### src/rtl/thresh_monitor.sv
// Threshold comparator with registered eq/grt flags, persistence-filtered alarm FSM and saturating rise counter.
// Define THRESH_MONITOR_HYST_EN to require x < thr_q - HYST for alarm release.
module thresh_monitor #(
    parameter int WIDTH        = 8,
    parameter int THRESH_RESET = 159,
    parameter int PERSIST      = 4,
    parameter int CNT_W        = 8,
    parameter int HYST         = 8
) (
    input  logic             clk,
    input  logic             reset,
    input  logic             x_valid,
    input  logic [WIDTH-1:0] x,
    input  logic             thr_load,
    input  logic [WIDTH-1:0] thr_in,
    output logic [WIDTH-1:0] thr_q,
    output logic             eq_result,
    output logic             grt_result,
    output logic             alarm,
    output logic             rise_pulse,
    output logic [CNT_W-1:0] event_count
);

    typedef enum logic {BELOW, ABOVE} state_t;

    localparam logic [7:0]       LP_PERSIST = 8'(PERSIST);
    localparam logic [CNT_W-1:0] LP_CNT_MAX = '1;
    localparam logic [WIDTH-1:0] LP_THR_RST = WIDTH'(THRESH_RESET);

    state_t           r_state;
    state_t           w_state_nx;
    logic [WIDTH-1:0] r_thr;
    logic             r_eq;
    logic             r_grt;
    logic [7:0]       r_pcnt;
    logic [7:0]       w_pcnt_nx;
    logic             r_pulse;
    logic             w_rise;
    logic [CNT_W-1:0] r_evt;
    logic [CNT_W-1:0] w_evt_nx;
    logic             w_grt;
    logic             w_eq;
    logic             w_rel;
    logic             w_qual;

    assign w_grt = (x > r_thr);
    assign w_eq  = (x == r_thr);

`ifdef THRESH_MONITOR_HYST_EN
    localparam logic [WIDTH-1:0] LP_HYST = WIDTH'(HYST);
    // Saturated limit of zero makes release impossible when thr < HYST
    assign w_rel = (r_thr >= LP_HYST) && (x < (r_thr - LP_HYST));
`else
    assign w_rel = !w_grt;
`endif

    assign w_qual = (r_state == BELOW) ? w_grt : w_rel;

    always_comb begin
        w_state_nx = r_state;
        w_pcnt_nx  = r_pcnt;
        w_rise     = 1'b0;
        w_evt_nx   = r_evt;
        if (thr_load) begin
            w_pcnt_nx = '0;
        end else if (x_valid) begin
            if (!w_qual) begin
                w_pcnt_nx = '0;
            end else if ((r_pcnt + 8'd1) == LP_PERSIST) begin
                w_pcnt_nx = '0;
                unique case (r_state)
                    BELOW: begin
                        w_state_nx = ABOVE;
                        w_rise     = 1'b1;
                        if (r_evt != LP_CNT_MAX)
                            w_evt_nx = r_evt + 1'b1;
                    end
                    ABOVE: w_state_nx = BELOW;
                    default: w_state_nx = BELOW;
                endcase
            end else begin
                w_pcnt_nx = r_pcnt + 8'd1;
            end
        end
    end

    always_ff @(posedge clk or posedge reset) begin
        if (reset) begin
            r_state <= BELOW;
            r_thr   <= LP_THR_RST;
            r_eq    <= 1'b0;
            r_grt   <= 1'b0;
            r_pcnt  <= '0;
            r_pulse <= 1'b0;
            r_evt   <= '0;
        end else begin
            r_state <= w_state_nx;
            r_pcnt  <= w_pcnt_nx;
            r_pulse <= w_rise;
            r_evt   <= w_evt_nx;
            if (thr_load)
                r_thr <= thr_in;
            if (x_valid) begin
                r_eq  <= w_eq;
                r_grt <= w_grt;
            end
        end
    end

    assign thr_q       = r_thr;
    assign eq_result   = r_eq;
    assign grt_result  = r_grt;
    assign alarm       = (r_state == ABOVE);
    assign rise_pulse  = r_pulse;
    assign event_count = r_evt;

endmodule

### config.mk
export PLATFORM = sky130hd
export DESIGN_NAME = thresh_monitor
export DESIGN_NICKNAME = d
export VERILOG_FILES = /design/src/rtl/thresh_monitor.sv
export SDC_FILE = /design/constraint.sdc
export NUM_CORES = 1
export LEC_CHECK = 0
export ABC_CLOCK_PERIOD_IN_PS = 4750
export CAP_MARGIN = 20
export CORE_MARGIN = 3
export CORE_UTILIZATION = 50
export CTS_BUF_LIST = sky130_fd_sc_hd__clkbuf_2
export CTS_CLUSTER_DIAMETER = 120
export DETAILED_ROUTE_END_ITERATION = 8
export PLACE_DENSITY = 0.8
export SLEW_MARGIN = 0
export SYNTH_ARGS = -nofsm -noshare
export SYNTH_HDL_FRONTEND = slang
export SYNTH_SLANG_ARGS = --single-unit
### constraint.sdc
create_clock -name clk -period 4.75 [get_ports clk]
set_input_delay 0.95 -clock clk [delete_from_list [all_inputs] [get_ports clk]]
set_output_delay 0.95 -clock clk [all_outputs]
set_load 0.02 [all_outputs]
# == Word-level counts from Yosys, hierarchy flattened ==
# Cells that the tools add are included.
# totals
in_bits,20
word_cells,30
regBits,28
# classes
addsub,2
order_cmp,1
n_bitwise,2
n_mux,11
reduce_logical,4
eq_ne,3
# ops
operator,n
$mux 8,4
$add 8x1->8 const B,2
$eq 8x3->1 const B,1
$eq 8x8->1,1
$gt 8x8->1,1
$ne 8x8->1 const B,1
$mux 1,6
$reduce_and 6->1,1
$reduce_and 4->1,1
$not 1->1,2
$pmux 1 s2,1
$reduce_bool 2->1,1
$logic_not 1->1,1

# == Longest topological paths before layout ==
# logic_depth
word_depth,6
depth_mapped,9
depth_no_buf,8

# == Worst setup path before layout ==
# No wires, ideal clock.
# synth_path
path_kind,input to register
start,input port x[7]
end,register r_evt[1] (netlist: event_count[1])
path_stages,8
arrival_time_ps,2668
path_buffers,1
slack_ps,1957
cell_sequence,ha_1 > and4_4 > and4_1 > a311oi_2 > o2111a_1 > buf_6 > and2_4 > mux2_4
# synth_via
elab_chain_cells,4
# synth_rtl
item,line,rtl
from (decl),13,"input logic [WIDTH-1:0] x,"
$gt 8x8->1 *,46,assign w_grt = (x > r_thr);
$logic_not 1->1,54,assign w_rel = !w_grt;
$mux 1 *,57,assign w_qual = (r_state == BELOW) ? w_grt : w_rel;
$reduce_and 6->1 (no source line) *,-,
to (signal assigned),100,r_evt <= w_evt_nx;
to (decl),39,logic [CNT_W-1:0] r_evt;
# Every way passes the cells marked *; elsewhere a longest branch is shown, timed or not.
# A chain may end at the register's enable or synchronous reset.

# == Worst setup path after layout ==
# layout_path
start,input port x[5]
end,register r_evt[1] (netlist: event_count[1])
# The elaborated chain is that of the path after synthesis.

==> flow_metrics.py <==
metrics = {
    "outcome": {
        "status": "finished clean",
    },
    "global_routing": {
        "grt_usage_pct": 18.6,
        "grt_pass1_vias": 1425,
        "antenna_found_initial": 0,
        "grt_max_degree": 29,
        "overflow": 0,
        "grt_first_pass_wirelength_um": 6300,
    },
    "timing": {
        "min_period_over_period_pct": 64.6,
        "fmax_mhz": 326,
        "slew_violations": 0,
        "tightestPinTransition_ns": 0.580,
        "setup_viol": 0,
        "clock_skew_ns": 0.0136,
        "whs_ns": 0.518,
        "rsz0062_at_grt": "no",
        "layout_min_cycle_time_ns": 3.07,
        "setup_tns_ns": 0,
        "finalHoldViolations": 0,
        "slew-limit-headroom_pct": 61.2,
    },
    "min_path": {
        "hold_class": "flip-flop to flip-flop",
    },
    "clocking": {
        "cts_resized": 0,
        "htree_levels": 1,
        "cts_tree": "done",
        "cts-root-buf": "clkbuf_2",
        "cts.path.max_buffers": 2,
        "numCtsBuffers": 3,
        "insertion_delay_ns": 0.35,
        "cts_num_sinks": 28,
        "clk_pin_slew_ns": 0.25,
        "post_cts_buffers": 0,
        "cts_hold_buffers": 0,
    },
    "worst_setup_path": {
        "cp_slowest_cell": "o2111a_1",
        "worstSetupPathType": "input port to flip-flop",
        "crit_fanout": 9,
        "crit_path_max_incr_delay_ns": 0.44,
        "critPathLaunchType": "input port",
        "crit_arrival_ns": 3.34,
        "crit_chain": "clkdlybuf4s50_1 -> ha_1 -> and4_4 -> and4_1 -> a311oi_2 -> o2111a_1 -> and2_4 -> mux2_4",
        "setup.worst_path.end_class": "flip-flop",
        "worst_ep_required_time_ns": 5.02,
    },
    "die": {
        "row_count": 20,
        "die_w_um": 64.5,
        "core_area_sq_um": 3150,
        "num_io_pins": 40,
        "start_util_pct": 54.2,
        "die-area_sq_um": 4160,
        "die_h_um": 64.5,
    },
    "synth": {
        "async_flop_share_pct": 100,
        "synth-seq-cells": 28,
        "syn-num-nets": 194,
        "syn-mean-instance-area_sq_um": 10.5,
        "synthDistinctLibCells": 53,
        "ys_warn_count": 0,
        "yosys.area.top_type": "dfrtp_1",
        "synth_common_cells": "22 x dfrtp_1, 15 x nand2_1, 11 x ha_1",
        "yosys_most_used_dff": "dfrtp_1",
        "synth.yosys.seq_area_share_pct": 41.4,
        "syn_inst": 163,
        "synth_edf_count": 0,
        "netlist.area_leader.share_pct": 32.2,
        "syn_area_sq_um": 1710,
        "ys_top_cells_by_area": "dfrtp_1 32%, dfstp_2 9.2%, ha_1 8.1%",
        "yosysMostFrequentCell": "dfrtp_1",
    },
    "drt": {
        "drt_iter0_markers": 82,
        "via_count": 1387,
        "detail-route-antenna-nets": 0,
        "vias_per_cell": 5.68,
        "wl_um": 3570,
        "drt_first_pass_iters": 5,
        "detail_route.wl_per_cell_um": 14.6,
        "drcViolationCount": 0,
    },
    "place": {
        "dp_hpwl_um": 2660,
        "routabilityCongestion": 0.775,
        "io_buffers": 39,
        "placed_cell_area_sq_um": 2110,
        "placed_cells": 239,
    },
    "run": {
        "cap_violations": 0,
    },
    "pwr": {
        "combinationalPowerShare_pct": 20.0,
        "clkPwrFrac_pct": 28.1,
        "ir_drop_v": 0.000142,
        "p_sw_share_pct": 25.6,
        "power_switching_uw": 129,
        "pwr-share-seq_pct": 51.9,
        "power_density_nw_per_um2": 231,
        "intPower_uw": 375,
        "p_leak_nw": 0.947,
    },
    "final_layout": {
        "final_cells": 244,
        "finalNetCount": 232,
        "design_area_sq_um": 2180,
        "final_core_util_pct": 69.2,
        "filler_cell_count": 247,
        "drive_above_1_share_pct": 14.5,
        "antenna_cells": 0,
        "areaGrowthSynthToFinish_pct": 27.7,
    },
}
-- metal layers --
| layer | global-route usage, % | share of wire (%) | vias up |
|---|---|---|---|
| li1 | - | - | 671 |
| met1 | 23.7 | 45 | 670 |
| met2 | 32.0 | 48 | 40 |
| met3 | 3.47 | 4.7 | 6 |
| met4 | 6.07 | 1.6 | 0 |
| met5 | 0 | 0 | - |
-- sequential cells by signal, indices dropped and copies added, names as in the netlist --
signal,count
eq_result,1
rise_pulse,1
event_count,8
r_pcnt,8
grt_result,1
thr_q,8
alarm,1
-- final timing paths --
| path | startpoint | endpoint | slack (ns) | cells past startpoint |
|---|---|---|---|---|
| max in group asynchronous | reset | thr_q[0] | 3.53 | 3 |
| worst max-delay path | x[5] | event_count[1] | 1.68 | 8 |
| worst max register to register | thr_q[4] | event_count[1] | 2.06 | 8 |
| worst min-delay path | event_count[3] | event_count[3] | 0.52 | 1 |
| min in group asynchronous | reset | thr_q[5] | 0.76 | 2 |
| worst min register to register | event_count[3] | event_count[3] | 0.52 | 1 |
-- area by class of cell --
class / instances / area [sq um] / share of cell area (%)
clock buffer: 3 / 15.0 / 0.688
clock inverter: 1 / 30.0 / 1.38
inverter: 10 / 37.5 / 1.72
multi-input combinational: 118 / 918 / 42.1
sequential: 28 / 708 / 32.5
tap: 44 / 55.1 / 2.52
timing repair buffer: 40 / 418 / 19.2
-- per-stage QoR --
stage,power (mW),setup slack (ns)
4_1_cts,0.507,1.72
5_1_grt,0.533,1.64
2_1_floorplan,0.321,1.96
6_report,0.504,1.68
3_5_place_dp,0.363,1.30
3_3_place_gp,0.360,1.34
-- cells by family (layout without fill, tap and decap cells) --
logic type      after synthesis  after routing  synth area share [%]
simple gates                 59             59                  22.1
compound gates               37             37                  16.6
mux                           6              6                  4.39
xor+xnor                      5              5                  2.56
flops                        28             28                  41.4
buf+inv                      17             54                  4.83
fa+ha+maj                    11             11                  8.05
-- power groups by stage --
stage / Sequential (mW) / Clock [mW] / Combinational, mW
2_1_floorplan: 0.272 / 0 / 0.0489
3_3_place_gp: 0.264 / 0 / 0.0961
3_5_place_dp: 0.265 / 0 / 0.0979
4_1_cts: 0.262 / 0.147 / 0.0987
5_1_grt: 0.263 / 0.158 / 0.111
6_report: 0.261 / 0.142 / 0.101
-- cells in the final DEF (no fill, tap or decap), types with 4 or more instances in the layout --
| cell type | Yosys | layout |
|---|---|---|
| dfrtp_1 | 22 | 22 |
| xnor2_1 | 4 | 4 |
| a31oi_1 | 6 | 6 |
| inv_1 | 10 | 10 |
| a21oi_1 | 6 | 6 |
| ha_1 | 11 | 11 |
| nand2b_1 | 5 | 5 |
| nand3_1 | 6 | 6 |
| nand2_1 | 15 | 15 |
| clkdlybuf4s50_1 | 0 | 39 |
| dfstp_2 | 6 | 6 |
| o21ai_0 | 7 | 7 |
-- worst max-delay path, delay by kind of cell --
family / cells / cell delay, ns
AOI/OAI and AO/OA: 2 / 0.69
and+or+nand+nor: 3 / 0.66
buffers and inverters: 1 / 0.42
adders and majority gates: 1 / 0.32
muxes: 1 / 0.29
No activity file was read; power rests on OpenSTA's default activity.
